### config.mk
export PLATFORM = sky130hd
export DESIGN_NAME = srl_fifo_read_ctrl
export DESIGN_NICKNAME = d
export VERILOG_FILES = /design/src/rtl/srl_fifo_read_ctrl.sv
export SDC_FILE = /design/constraint.sdc
export NUM_CORES = 1
export LEC_CHECK = 0
export CORE_MARGIN = 4
export CORE_UTILIZATION = 35
export CTS_BUF_LIST = sky130_fd_sc_hd__clkbuf_8
export DETAILED_ROUTE_END_ITERATION = 16
export SLEW_MARGIN = 25
export SYNTH_ARGS = -nofsm -noshare
export SYNTH_HDL_FRONTEND = slang
export SYNTH_SLANG_ARGS = --single-unit
### constraint.sdc
create_clock -name clk -period 3 [get_ports clk]
set_clock_uncertainty 0.05 [all_clocks]
set_input_delay 0.75 -clock clk [delete_from_list [all_inputs] [get_ports clk]]
set_output_delay 0.75 -clock clk [all_outputs]
set_load 0.02 [all_outputs]
### src/rtl/srl_fifo_read_ctrl.sv
// Read-side controller and storage for a shift-register FIFO with a registered show-ahead
// output stage; capacity is DEPTH words in the SRL plus one in the output register.
module srl_fifo_read_ctrl #(
   parameter int unsigned DATA_WIDTH = 1,
   parameter int unsigned ADDR_WIDTH = 2,
   parameter int unsigned DEPTH      = 4
) (
   input  logic                  clk,
   input  logic                  reset_n,
   input  logic                  if_write_ce,
   input  logic                  if_write,
   input  logic [DATA_WIDTH-1:0] if_din,
   output logic                  if_full_n,
   input  logic                  if_read_ce,
   input  logic                  if_read,
   output logic [DATA_WIDTH-1:0] if_dout,
   output logic                  if_empty_n,
   output logic [ADDR_WIDTH:0]   if_num_data_valid
);

   localparam int unsigned CNT_W = ADDR_WIDTH + 1;

   logic [CNT_W-1:0]      count_q, count_d;
   logic [ADDR_WIDTH-1:0] ptr_q, ptr_d;
   logic                  vld_q, vld_d;
   logic [DATA_WIDTH-1:0] dout_q, dout_d;
   logic                  full_n_q, full_n_d;
   logic [CNT_W-1:0]      num_q, num_d;
   logic [DATA_WIDTH-1:0] srl_q [DEPTH];
   logic [DATA_WIDTH-1:0] head;
   logic                  push, pop, load;

   assign push = if_write & if_write_ce & full_n_q;
   assign pop  = if_read & if_read_ce & vld_q;
   assign load = (count_q != '0) & (~vld_q | pop);

   // Oldest SRL word, selected by the read pointer
   always_comb begin
      head = '0;
      for (int unsigned i = 0; i < DEPTH; i++) begin
         if (ptr_q == ADDR_WIDTH'(i)) head = srl_q[i];
      end
   end

   // Next-state for count, pointer, output stage and the registered status flags
   always_comb begin
      count_d = count_q;
      ptr_d   = ptr_q;
      vld_d   = vld_q;
      dout_d  = dout_q;
      case ({push, load})
         2'b10: begin
            count_d = count_q + CNT_W'(1);
            ptr_d   = ptr_q + ADDR_WIDTH'(1);
         end
         2'b01: begin
            count_d = count_q - CNT_W'(1);
            ptr_d   = ptr_q - ADDR_WIDTH'(1);
         end
         default: ;
      endcase
      if (load) begin
         dout_d = head;
         vld_d  = 1'b1;
      end else if (pop) begin
         vld_d  = 1'b0;
      end
      full_n_d = (count_d != CNT_W'(DEPTH));
      num_d    = count_d + CNT_W'(vld_d);
   end

   always_ff @(posedge clk or negedge reset_n) begin
      if (!reset_n) begin
         count_q  <= '0;
         ptr_q    <= '1;
         vld_q    <= 1'b0;
         dout_q   <= '0;
         full_n_q <= 1'b1;
         num_q    <= '0;
      end else begin
         count_q  <= count_d;
         ptr_q    <= ptr_d;
         vld_q    <= vld_d;
         dout_q   <= dout_d;
         full_n_q <= full_n_d;
         num_q    <= num_d;
      end
   end

   // Storage is intentionally not reset
   always_ff @(posedge clk) begin
      if (push) begin
         srl_q[0] <= if_din;
         for (int unsigned i = 1; i < DEPTH; i++) srl_q[i] <= srl_q[i-1];
      end
   end

   assign if_full_n         = full_n_q;
   assign if_dout           = dout_q;
   assign if_empty_n        = vld_q;
   assign if_num_data_valid = num_q;

endmodule
==> results.txt, run 1 <==
Cell area after layout = 961 µm²
FF-to-FF Start = count_q[0]
Critical path class = in -> reg
Max Cap Viol = 0
Layout area overhead = 34.7%
Root Driver = clkbuf_8
Syn_nets = 70
Die width = 53.1 µm
Most frequent cells in the layout = 12 x clkdlybuf4s50_1, 8 x dfrtp_1, 7 x ha_1, 7 x buf_4, 6 x inv_1
Power Dens Cells = 1070 nW/µm²
H-tree depth = 1
WL per Instance = 12.1 µm
Drt initial violations = 6
WHS Endpoint = srl_q[3]
Status = finished clean
Yosys cell types = 24
Die area = 2820 µm²
Crit end category = flop
Max Fclk = 0.359 GHz
Post-Syn Instances = 55
Fraction of layout cells with a size suffix above 1 = 19.5%
Slew @ Worst Pin = 485 ps
Register area share after synthesis = 56.0%
Final Setup Violations = 0
Top Ports = 13
Skew-Pair Late Insertion Delay = 240 ps
Critical Path RT = 3120 ps
Hold path depth = 0
Largest net degree at the start of global routing = 12
Worst slew margin = 67.6%
Worst-case reg-to-reg path depth = 8
Die height = 53.1 µm
First-pass GRT wire length = 2.03 mm
Total core area = 1940 µm²
RSZ-0062 raised after global routing = no
Max VDD drop = 668 µV
CP arrival = 2900 ps
Clock-pin transition on the worst setup and hold timing paths = 60 ps
Max FO, Critical Path = 2
Most common cell after layout, fill and taps aside = clkdlybuf4s50_1
Leakage power = 0.427 nW
Final HPWL DP = 1.03 mm
#FFs+latches synth = 15
TritonCTS buffer count = 3
R2R Setup Slk = 710 ps
Placement Cell Area = 915 µm²
Reg-to-reg endpoint = if_num_data_valid[2]
Fin. max-slew vios = 0
Vias per cell = 4.33
TritonCTS clock tree = built
N_diodes = 0
Clk sinks = 15
CTS Buffer Depth = 2
DRC Markers = 0
Hold_sp = srl_q[2]
Avg Inst Size Synth = 13.0 µm²
Final min period = 2780 ps
Post-route ant nets = 0
Final worst-path cycle share = 92.8%
Starting Density = 36.7%
Cell Area, Synth = 713 µm²
Initial antenna violation count = 0
Worst min-delay path category = reg -> reg
Tot Pwr = 1.03 mW
Hold-fix buffers, CTS = 0
Vias in the first global route = 472
Routability cong. = 0.762
Final hold slack = 416 ps
Port bufs = 12
Drt pass-1 iters = 2
Routed WL = 1.26 mm
Grt total ovfl = 0
Startpoint Class = input pin
Ys Warns = 0
Total GRT Usage = 10.4%
Setup Buffers After CTS = 0
Row count = 16
Vias = 450
Final Hold Viols = 0
Post-CTS Resized = 0
Final #Nets = 93
-- critical path, cell delays in order --
cell and delay (ps):
clkdlybuf4s50_1 450, nand2_1 60, a21oi_1 210, ha_1 200
inv_1 50, fa_1 370, xor2_1 160, or3_1 330
a211o_1 310
-- worst max-delay path by stage --
stage	start	endpoint	slack, ps	cells past startpoint
final	if_read_ce	if_full_n	220	9
after global routing	if_read	if_num_data_valid[2]	50	9
after CTS	if_read_ce	if_full_n	190	9
after detailed placement	if_read_ce	if_num_data_valid[2]	-70	9
after global placement	if_read	if_num_data_valid[2]	-50	9
after floorplan	if_read	if_num_data_valid[2]	440	8
-- cells in the mapped netlist --
cell type / instances / share of area (%)
buf_2: 1 / 0.70
a21oi_1: 1 / 0.70
o21ai_0: 2 / 1.4
nor3_1: 1 / 0.70
mux2i_1: 1 / 1.4
inv_1: 6 / 3.2
xor2_1: 1 / 1.2
xor3_1: 1 / 3.3
nor3b_1: 1 / 1.1
mux2_2: 1 / 1.6
fa_1: 1 / 2.8
edfxtp_1: 4 / 17
xnor2_1: 3 / 3.7
nand3b_1: 1 / 1.1
a211o_1: 1 / 1.2
nand2_1: 5 / 2.6
ha_1: 7 / 12
dfrtp_1: 8 / 28
nor2_1: 1 / 0.53
a211oi_1: 2 / 2.1
nand3_1: 1 / 0.70
dfstp_2: 3 / 11
nor2b_1: 1 / 0.88
or3_1: 1 / 0.88
-- final cells by class --
| class | instances | area, µm² |
|---|---|---|
| timing repair buffer | 19 | 173 |
| tap | 27 | 33.8 |
| multi-input combinational | 33 | 287 |
| fill | 187 | 981 |
| clock inverter | 1 | 5.00 |
| inverter | 6 | 22.5 |
| sequential | 15 | 399 |
| clock buffer | 3 | 41.3 |
-- sequential cells by signal (all words and copies together) (netlist names) --
name / flops
ptr_q: 2
if_full_n: 1
if_empty_n: 1
if_num_data_valid: 3
if_dout: 1
count_q: 3
srl_q: 4
-- routing by layer --
layer | vias to the layer above | GRT usage [%] | wire length [µm]
met5 | - | 0 | 0
met4 | 0 | 5.11 | 0
met3 | 0 | 2.54 | 30
met2 | 5 | 17.4 | 656
met1 | 219 | 12.5 | 568
li1 | 226 | - | -
-- cell families (layout without fill, tap and decap cells) --
group,after synthesis,count (layout),share of synthesized area (%)
flip-flops,15,15,56.0
adder cells (fa/ha/maj),8,8,15.1
multiplexers,2,2,2.98
AND/OR/NAND/NOR,12,12,8.42
XOR/XNOR,5,5,8.25
buffers and inverters,7,29,3.86
AO/OA/AOI/OAI,6,6,5.44
-- per-stage QoR --
step           setup WS, ps  std cells  utilization [%]  TNS, ps
2_1_floorplan           440         55                -        0
3_3_place_gp          -50.8        100             47.1    -64.6
3_5_place_dp          -65.5        100             47.1     -129
4_1_cts                 189        104             49.5        0
5_1_grt                48.7        104             49.5        0
6_report                216        104             49.5        0
-- report_power, final --
group	internal, mW	switching [mW]
registers	0.301	0.0458
clock network	0.0917	0.0672
logic	0.287	0.238
total	0.680	0.351
(Power assumes the default switching activity.)
==> run 2: changes to the inputs <==
--- a/constraint.sdc
+++ b/constraint.sdc
@@ -4,2 +4,2 @@
 set_output_delay 0.75 -clock clk [all_outputs]
-set_load 0.02 [all_outputs]
+set_load 0.01 [all_outputs]
==> results of run 2 <==
Same layout as run 1 (identical final DEF). Status: finished clean.
Among the figures that moved: total power 1.03 mW -> 1.01 mW; worst IR drop on VDD 668 µV -> 666 µV
==> run 3: changes to the inputs <==
- clock period: 3 -> 3.2 ns (I/O delays scaled with it)
==> results.txt, run 3 (synthesis results as in run 1) <==
H-tree depth = 1
Post-CTS Resized = 0
Max Fclk = 0.349 GHz
Status = finished clean
DRC Markers = 0
Crit path launch = if_read
Tot Pwr = 0.909 mW
Cell area after layout = 938 µm²
Clock-pin transition on the worst setup and hold timing paths = 60 ps
Worst min-delay path category = reg -> reg
Worst slew margin = 67.0%
Vias = 439
Final Hold Viols = 0
Final Setup Violations = 0
Final #Nets = 90
Hold_sp = srl_q[1]
CP arrival = 2930 ps
Vias per cell = 4.35
Number of flip-flops in the largest register = 4
Crit end category = flop
TritonCTS clock tree = built
Grt total ovfl = 0
Layout area overhead = 31.6%
Vias in the first global route = 466
Placement Cell Area = 892 µm²
Fin. max-slew vios = 0
WL per Instance = 11.1 µm
Root Driver = clkbuf_8
Post-route ant nets = 0
Leakage power = 0.413 nW
Final min period = 2860 ps
Power Dens Cells = 968 nW/µm²
First-pass GRT wire length = 1.95 mm
Max FO, Critical Path = 2
Die height = 53.1 µm
Top Ports = 13
Clk sinks = 15
Slew @ Worst Pin = 493 ps
Total core area = 1940 µm²
Port bufs = 12
Routability cong. = 0.734
Most common cell after layout, fill and taps aside = clkdlybuf4s50_1
FF-to-FF Start = count_q[0]
Setup TNS = 0 ps
Fraction of layout cells with a size suffix above 1 = 16.2%
Hold-fix buffers, CTS = 0
Drt initial violations = 4
TritonCTS buffer count = 3
Total GRT Usage = 9.66%
Routed WL = 1.12 mm
Final worst-path cycle share = 89.4%
Die area = 2820 µm²
N_diodes = 0
Final worst setup slack = 338 ps
Drt pass-1 iters = 4
Most flops, register = srl_q
CTS Buffer Depth = 2
Max VDD drop = 585 µV
Setup Buffers After CTS = 0
Row count = 16
Starting Density = 36.7%
Critical path class = in -> reg
Max Cap Viol = 0
Die width = 53.1 µm
Pre-CTS WS = 74.1 ps
Initial antenna violation count = 0
Critical Path RT = 3270 ps
Largest net degree at the start of global routing = 12
Final HPWL DP = 898 µm
RSZ-0062 raised after global routing = no
Startpoint Class = input pin
Skew-Pair Late Insertion Delay = 240 ps
Most frequent cells in the layout = 12 x clkdlybuf4s50_1, 8 x dfrtp_1, 7 x ha_1
## run 3: changes by cell type in the layout (fill, tap and decap cells not counted), sizes merged
cell / change
buf: -3
## run 3: worst paths after layout
path                                        end  slack, ps  depth (start not counted)
max                        if_num_data_valid[2]        340                          9
min                                    srl_q[2]        410                          0
max reg2reg                if_num_data_valid[2]        870                          8
min reg2reg                            srl_q[2]        410                          0
max in group asynchronous              ptr_q[0]       1910                          1
min in group asynchronous  if_num_data_valid[0]        840                          1
## run 3: stage by stage
step | hold slack (ps) | std cells | utilization, %
after global placement | 396 | 97 | 45.9
final | 409 | 101 | 48.3
after detailed placement | 403 | 97 | 45.9
after global routing | 441 | 101 | 48.3
after CTS | 418 | 101 | 48.3
after floorplan | 377 | 55 | -
## run 3: routing by layer
| metal | up-vias | track usage (%) | wire length, µm |
|---|---|---|---|
| met5 | - | 0 | 0 |
| met4 | 0 | 2.55 | 0 |
| met3 | 0 | 2.82 | 28 |
| met2 | 5 | 15.1 | 550 |
| met1 | 212 | 13.0 | 543 |
| li1 | 222 | - | - |
## run 3: cell type report
| cell class | count | area, µm² |
|---|---|---|
| fillers | 169 | 1000 |
| flip-flops and latches | 15 | 399 |
| multi-input cells | 33 | 287 |
| repair buffers | 16 | 150 |
| clock buffers | 3 | 41.3 |
| well taps | 27 | 33.8 |
| inverters | 6 | 22.5 |
| clock inverters | 1 | 5.00 |
## run 3: power breakdown
group / switching, mW / internal (mW) / total [mW] / leakage, nW
clock: 0.0635 / 0.0860 / 0.149 / 0.0255
sequential: 0.0418 / 0.282 / 0.324 / 0.161
combinational: 0.186 / 0.249 / 0.436 / 0.227
## run 3: critical path, stage by stage
cell and delay (ps):
clkdlybuf4s50_1 460, nand2_1 60, a21oi_1 210, ha_1 200, inv_1 50, fa_1 430, mux2i_1 200, ha_1 210
xor3_1 300
